===== config.mk =====
export PLATFORM = sky130hd
export DESIGN_NAME = conv_line_ram
export DESIGN_NICKNAME = d
export VERILOG_FILES = /design/src/rtl/conv_ram_pkg.sv /design/src/rtl/conv_ram_ptr.sv /design/src/rtl/conv_line_ram.sv
export SDC_FILE = /design/constraint.sdc
export NUM_CORES = 1
export LEC_CHECK = 0
export BUFFER_PORTS_ARGS = -buffer_cell sky130_fd_sc_hd__buf_2
export CORE_UTILIZATION = 50
export CTS_BUF_LIST = sky130_fd_sc_hd__clkbuf_16
export DETAILED_ROUTE_END_ITERATION = 6
export PLACE_DENSITY_LB_ADDON = 0.25
export SETUP_SLACK_MARGIN = 0.02
export SYNTH_ARGS = -nofsm -noshare
export SYNTH_HDL_FRONTEND = slang
export SYNTH_SLANG_ARGS = --single-unit

===== constraint.sdc =====
create_clock -name clk -period 3.4 [get_ports clk]
set_input_delay 0.68 -clock clk [delete_from_list [all_inputs] [get_ports clk]]
set_output_delay 0.68 -clock clk [all_outputs]
set_load 0.05 [all_outputs]

===== src/rtl/conv_ram_pkg.sv =====
// Shared constants for the convolution line RAM and its controller:
// overflow policy encodings and the depth helper.
package conv_ram_pkg;

  localparam int MODE_SAT  = 0;
  localparam int MODE_WRAP = 1;

  function automatic int depth_of(input int m);
    return 2 ** m;
  endfunction

endpackage


===== src/rtl/conv_ram_ptr.sv =====
// Write-side bookkeeping for conv_line_ram: append pointer, occupancy,
// full flag, dropped-write pulse and the write-accept decision.
module conv_ram_ptr
  import conv_ram_pkg::*;
#(
  parameter int M    = 4,
  parameter int WRAP = MODE_SAT
) (
  input  logic         clk,
  input  logic         rst,
  input  logic         clr,
  input  logic         wr,
  output logic [M-1:0] top,
  output logic [M:0]   count,
  output logic         full,
  output logic         wr_err,
  output logic         accept
);

  localparam logic [M:0] DEPTH_C = (M+1)'(depth_of(M));

  logic [M-1:0] r_top;
  logic [M:0]   r_count;
  logic         r_wr_err;
  logic         w_full;

  // Count saturates at DEPTH, so in wrap mode full stays set until clr/reset.
  assign w_full = (r_count == DEPTH_C);
  // Clear wins over write; a full buffer only takes writes in wrap mode.
  assign accept = wr && !clr && (!w_full || (WRAP == MODE_WRAP));

  // NOTE: state registers use non-blocking assignments so every flop samples
  // pre-edge values regardless of statement order.
  always_ff @(posedge clk or negedge rst) begin
    if (!rst) begin
      r_top    <= '0;
      r_count  <= '0;
      r_wr_err <= 1'b0;
    end else if (clr) begin
      r_top    <= '0;
      r_count  <= '0;
      r_wr_err <= 1'b0;
    end else begin
      r_wr_err <= wr && w_full && (WRAP == MODE_SAT);
      if (accept) begin
        r_top <= r_top + M'(1);
        if (!w_full) r_count <= r_count + (M+1)'(1);
      end
    end
  end

  assign top    = r_top;
  assign count  = r_count;
  assign full   = w_full;
  assign wr_err = r_wr_err;

endmodule


===== src/rtl/conv_line_ram.sv =====
// Append-write, random-read sample buffer with registered one-cycle reads.
// Define CONV_RAM_RDW_BYPASS_EN to return the incoming word on a read of the slot being written.
module conv_line_ram
  import conv_ram_pkg::*;
#(
  parameter int N    = 8,
  parameter int M    = 4,
  parameter int WRAP = MODE_SAT
) (
  input  logic         clk,
  input  logic         rst,
  input  logic         clr,
  input  logic         wr,
  input  logic [N-1:0] datain,
  input  logic         rd,
  input  logic [M-1:0] adr,
  output logic [N-1:0] dataout,
  output logic         rd_valid,
  output logic [M:0]   count,
  output logic         full,
  output logic         wr_err
);

  localparam int DEPTH = depth_of(M);

  logic [N-1:0] r_mem [DEPTH];
  logic [N-1:0] r_dataout;
  logic         r_rd_valid;
  logic [M-1:0] w_top;
  logic         w_accept;
  logic [N-1:0] w_rd_data;

  conv_ram_ptr #(
    .M    (M),
    .WRAP (WRAP)
  ) u_ptr (
    .clk    (clk),
    .rst    (rst),
    .clr    (clr),
    .wr     (wr),
    .top    (w_top),
    .count  (count),
    .full   (full),
    .wr_err (wr_err),
    .accept (w_accept)
  );

  // NOTE: the storage array has no reset so it maps onto plain RAM; unwritten
  // words read back as X.
  always_ff @(posedge clk) begin
    if (w_accept) r_mem[w_top] <= datain;
  end

`ifdef CONV_RAM_RDW_BYPASS_EN
  assign w_rd_data = (w_accept && (adr == w_top)) ? datain : r_mem[adr];
`else
  assign w_rd_data = r_mem[adr];
`endif

  always_ff @(posedge clk or negedge rst) begin
    if (!rst) begin
      r_dataout  <= '0;
      r_rd_valid <= 1'b0;
    end else begin
      r_rd_valid <= rd;
      if (rd) r_dataout <= w_rd_data;
    end
  end

  assign dataout  = r_dataout;
  assign rd_valid = r_rd_valid;

endmodule


---- Word-level counts from Yosys, hierarchy flattened ----
Memory sizes are Yosys's and may differ from the RTL's. A register that Yosys moved wholly into a read port is not among the register bits.
Cells that the tools add are included.
storage, ports and cells
  bits in registers ....................... 11
  memory bits (writable) .................. 128
  input bits .............................. 17
  output and inout port bits .............. 16
  word-level logic and storage cells ...... 25
  memories kept ........................... 1
memory list
  memory  depth  bits a word  rd ports  clocked after memory_dff  wr ports  RTL line             RTL
  r_mem   16     8            1         1                         1         conv_line_ram.sv:26  logic [N-1:0] r_mem [DEPTH];
cells by class
  add/subtract/negate cells ............... 2
  eq/ne operators ......................... 2
  mux-type cells .......................... 8
  reduce and logical (&&, ||, !) cells .... 8
operators with widths
  kind                                                           count
  5-bit two-way mux                                              3
  4-bit two-way mux                                              2
  5-bit by 1-bit adder with 5-bit output, second input constant  1
  5-bit == test, second input constant                           1
  4-bit by 1-bit adder with 4-bit output, second input constant  1
  1-bit logical AND                                              3
  1-bit logical NOT                                              3
  1-bit two-way mux                                              3
  2-bit != test, second input constant                           1
  2-bit AND reduction                                            1
  2-bit nonzero test                                             1

---- Depth between registers and ports, before layout ----
  word-level depth ........................ 5
  mapped depth ............................ 8

---- Modules after synthesis ----
A second synthesis with hierarchy kept.
unflattened totals
  cell total of the unflattened synthesis .. 285
  area total of the unflattened synthesis .. 5868.1 um^2
by module, submodules not included
  module         times used  cells each  area an instance (um^2)  seq. area each (um^2)
  conv_line_ram  1           241         5356.4                   4068.9
  conv_ram_ptr   1           44          511.7                    250.2

---- Least setup slack after synthesis ----
OpenSTA, ideal clock, no wires.
  path type ............................... register to register
  start point ............................. register u_ptr.r_count[0] (netlist: u_ptr.count[0])
  end point ............................... memory r_mem[5][0] (enable)
  setup time .............................. 0.385 ns
  arrival ................................. 2.299 ns
  data required time ...................... 3.015 ns
  path slack .............................. 0.715 ns
  stages on the path, launching flop included .. 8
  path buffers ............................ 1
  path through ............................ dfrtp_1 > inv_1 > ha_1 > nand4bb_1 > and2_1 > clkbuf_1 > nand2_1 > nor3b_1
between the ends
  word-level cells in the longest chain between the ends .. 5
RTL lines
  item                                     RTL line             RTL
  from (decl)                              conv_ram_ptr.sv:23   logic [M:0] r_count;
  from (signal assigned)                   conv_ram_ptr.sv:47   if (!w_full) r_count <= r_count + (M+1)'(1);
  5-bit == test                            conv_ram_ptr.sv:28   assign w_full = (r_count == DEPTH_C);
  1-bit logical NOT                        conv_ram_ptr.sv:30   assign accept = wr && !clr && (!w_full || (WRAP == MODE_WRAP));
  1-bit logical AND                        conv_ram_ptr.sv:30
  1-bit two-way mux                        conv_line_ram.sv:51  if (w_accept) r_mem[w_top] <= datain;
  1-bit two-way mux (not written as such)  conv_line_ram.sv:51
  to (decl)                                conv_line_ram.sv:26
No other way between the ends.

---- Worst setup path in the final report ----
  start point ............................. register u_ptr.r_count[0] (netlist: u_ptr.count[0])
  end point ............................... output port full
between the ends
  word-level cells in the longest chain between the ends .. 1
RTL lines
  item           RTL line             RTL
  5-bit == test  conv_ram_ptr.sv:28
  to (decl)      conv_line_ram.sv:20  output logic full,
No other way between the ends.

==> impl_summary.md <==
Outcome
The run finished with clean final reports.

Clock network
At the later pin of the worst-skew pair, clock insertion delay measures 0.42 ns. TritonCTS built the clock tree. The number of buffers created by CTS is 17. The clock passes through at most 2 buffers.

The number of hold buffers added after CTS was 0. The deepest level of the CTS H-tree is 4. Clock-pin slew was measured on the worst setup and hold paths at 0.06 ns.

Clock tree synthesis selected as its root buffer the cell clkbuf_16. Post-CTS repair changed the size of 0 cells. In this run the post-CTS setup repair buffer count came out at 0. The number of sinks on the clock net is 147.

Synthesis
The mean cell area of the mapped netlist is 20.2 um2. The part of the Yosys area used for sequential elements is 0.736. The cell count after synthesis is 291.

In this run the cell area of the synthesized design comes to 5870 um2. The synthesized-area fraction occupied by ao, oa, aoi and oai cells is 0.0264. The synthesized design contains 147 register bits. Of the total synthesized cell area, the portion taken by XOR and XNOR cells is 0.0104.

By area, the combinational part of the netlist is dominated by multiplexers. The number of synthesis warnings is 0. The arithmetic-cell share of the synthesized area counting full adders, half adders and majority gates is 0.0128. Of the post-synthesis cell area, the part taken by muxes is 0.149. The number of distinct library cells after synthesis is 30. When the netlist entered floorplanning its net count stood at 314. The area share of and/or/nand/nor cells after synthesis is 0.0420.

Power and ir drop
The share of total power in the clock network is 0.450. Of the total power, registers draw 0.489. The internal power contribution is 3.22 mW. The share of total power dissipated in combinational logic is 0.060.

The net switching share of the total power is 0.216. IR analysis of the VDD net gives a maximum drop of 0.000426 V. Summed over all cells, the static leakage comes to 2.38 nW. The switching power of the nets is 888 uW. For this design the ratio of total power to cell area is 609 nW/um2.

Floorplanning
The core region is 11400 um2. The floorplan step set the die height to 110 um. The die is 110 um wide. The initial utilization of the core area, before any placement, comes to 0.514. The die covers 12200 um2.

For this design the top-level I/O count stands at 33. In this run the core area contains 39 standard-cell rows.

Global routing
Global routing finished with a remaining overflow of 0. The via count of the first global-routing pass was 2890. The initial antenna violation count is 0. The first-pass GRT wire length is 16.4 mm. The global-route usage over all layers is 0.202. Entering global routing, the biggest net connects 25 pins.

Timing
The number of hold-slack violations in the final timing report is 0. The worst-case headroom to the max-slew limit is 0.522. Clock skew on the completed layout was measured at 0.00681 ns. Dividing the final minimum period by the clock period gives 0.709. The max-slew violation count is 0.

Based on the critical path, the design can be clocked at up to 415 MHz. In the final timing run, aggregate negative setup slack is 0 ns. Setup repair after global routing left no endpoint under its margin. Setup violations remaining at the end of the flow were counted as 0. At the pin with the least slew margin, the transition time is 0.718 ns.

The minimum hold slack is 0.208 ns. The clock period minus worst slack is 2.41 ns.

Layout
The net total in the final layout is 355. Of the cells placed in the final design, the portion with a size suffix greater than 1 is 0.272. The post-synthesis to final-layout area growth is 14.9%. The repair_antennas step left the layout with diodes totalling 0. The count of fill cells added during filler insertion is 853.

Route
Wires add up to 10.8 mm. The wire length per cell is 22.1 um. For this run, the detailed router's first-pass iteration total came to 4. For this block, the initial DRC count from the detailed router was 139. For this run, design rule violations remaining after detail routing come to 0. The vias per cell is 5.80. The via count of the routed design is 2832. The remaining antenna violation count is 0.

Placed design
After legalization and detailed placement, the total HPWL measured 6.84 mm. The number of port buffers is 32. Routability-driven placement finished with a final weighted congestion of 0.727.

Critical path
The startpoint kind of the worst setup timing path is a flop. The worst endpoint data arrival time is 1.73 ns. The worst setup path is of the flop to primary output kind. The endpoint type of the worst setup path is a primary output. The slack of the worst reg-to-reg path is 1.02 ns. Along the worst path, the maximum fanout reaches 7.

The data required time at the worst endpoint is 2.72 ns.

Worst hold path
The class of the most critical hold timing path is input port to async pin.

Flow run
Max-cap violations in this run came to 0.
cells in the mapped netlist:
| library cell | number | share of area |
|---|---|---|
| a21oi_1 | 8 | 0.0068 |
| and2_1 | 2 | 0.0021 |
| and3_1 | 6 | 0.0064 |
| and4_1 | 4 | 0.0060 |
| buf_12 | 1 | 0.0034 |
| buf_2 | 7 | 0.0060 |
| buf_6 | 3 | 0.0058 |
| clkbuf_1 | 6 | 0.0038 |
| clkbuf_2 | 1 | 0.00085 |
| dfrtp_1 | 19 | 0.081 |
| edfxtp_1 | 128 | 0.66 |
| ha_1 | 6 | 0.013 |
| inv_1 | 5 | 0.0032 |
| mux2_2 | 8 | 0.015 |
| mux4_1 | 17 | 0.076 |
| mux4_2 | 15 | 0.058 |
| nand2_1 | 5 | 0.0032 |
| nand2b_1 | 1 | 0.0011 |
| nand3_1 | 2 | 0.0017 |
| nand4_1 | 3 | 0.0032 |
| nand4bb_1 | 1 | 0.0019 |
| nor2_1 | 8 | 0.0051 |
| nor2b_1 | 4 | 0.0043 |
| nor3_1 | 1 | 0.00085 |
| nor3b_1 | 4 | 0.0051 |
| o22ai_1 | 16 | 0.017 |
| o31ai_1 | 2 | 0.0026 |
| or2_2 | 1 | 0.0011 |
| xnor2_1 | 2 | 0.0030 |
| xor2_1 | 5 | 0.0075 |
stage by stage:
stage | std cells | utilization | total power [mW] | instance area [um2] | worst slack [ns]
detailed placement | 456 | 0.539 | 2.30 | 6150 | 0.791
floorplan | 291 | - | 2.22 | 5870 | 0.715
finish | 488 | 0.591 | 4.11 | 6740 | 0.991
CTS | 488 | 0.591 | 4.14 | 6740 | 0.960
global route | 488 | 0.591 | 4.24 | 6740 | 0.791
global placement | 456 | 0.539 | 2.29 | 6150 | 0.826
layout make-up:
type / count / area [um2] / area share
sequential: 147 / 4320 / 0.640
multi-input combinational: 121 / 1410 / 0.209
clock buffer: 17 / 425 / 0.0631
timing repair buffer: 40 / 220 / 0.0327
tap: 143 / 179 / 0.0265
clock inverter: 15 / 169 / 0.0250
inverter: 5 / 18.8 / 0.00278
layer usage:
metal  routed length (um)  global-route usage
met1                 4710               0.268
met2                 5320               0.316
met3                  596              0.0635
met4                  157              0.0733
met5                    0                   0
layout by cell type (no fill, tap or decap), drive strengths merged:
cell,instances
buf,40
mux2,8
and4,4
a21oi,8
clkinvlp,4
nor3,1
and3,6
mux4,32
or2,1
nand3,2
nand4,3
and2,2
xor2,5
bufinv,3
nand2,5
edfxtp,128
clkbuf,17
xnor2,2
nor3b,4
clkinv,6
dfrtp,19
ha,6
nand2b,1
inv,7
o22ai,16
nand4bb,1
nor2b,4
o31ai,2
nor2,8
power by group through the flow:
stage / sequential [mW] / clock [mW] / combinational [mW]
5_1_grt: 2.01 / 1.95 / 0.270
6_report: 2.01 / 1.85 / 0.249
3_3_place_gp: 2.05 / 0 / 0.247
4_1_cts: 2.01 / 1.88 / 0.253
3_5_place_dp: 2.05 / 0 / 0.251
2_1_floorplan: 2.10 / 0 / 0.120
logic make-up after synthesis:
logic type      Yosys count
xor+xnor                  7
mux                      40
simple gates             42
fa+ha+maj                 6
compound gates           26
flops                   147
buf+inv                  23
critical path: stages, from the launching register on:
cell	delay [ns]
dfrtp_1	0.43
inv_1	0.09
ha_1	0.15
nand4bb_1	0.26
inv_1	0.11
buf_2	0.26
worst paths after layout:
check                      cells after the start                        from                    endpoint
min in group clk                               2                         clr    u_ptr.top[2]$_DFFE_PN0P_
hold reg to reg                                2      dataout[6]$_DFFE_PN0P_      dataout[6]$_DFFE_PN0P_
hold / removal                                 1                         rst  u_ptr.count[0]$_DFFE_PN0P_
setup / recovery                               5  u_ptr.count[0]$_DFFE_PN0P_                        full
max in group asynchronous                      1                         rst      dataout[5]$_DFFE_PN0P_
setup reg to reg                               7  u_ptr.count[0]$_DFFE_PN0P_       r_mem[6][4]$_DFFE_PP_
registers in the layout (all words and copies together), names as in the netlist:
| signal | cells |
|---|---|
| dataout | 8 |
| r_mem | 128 |
| rd_valid | 1 |
| u_ptr.count | 5 |
| u_ptr.top | 4 |
| u_ptr.wr_err | 1 |
Power figures use the tool's default switching activity.
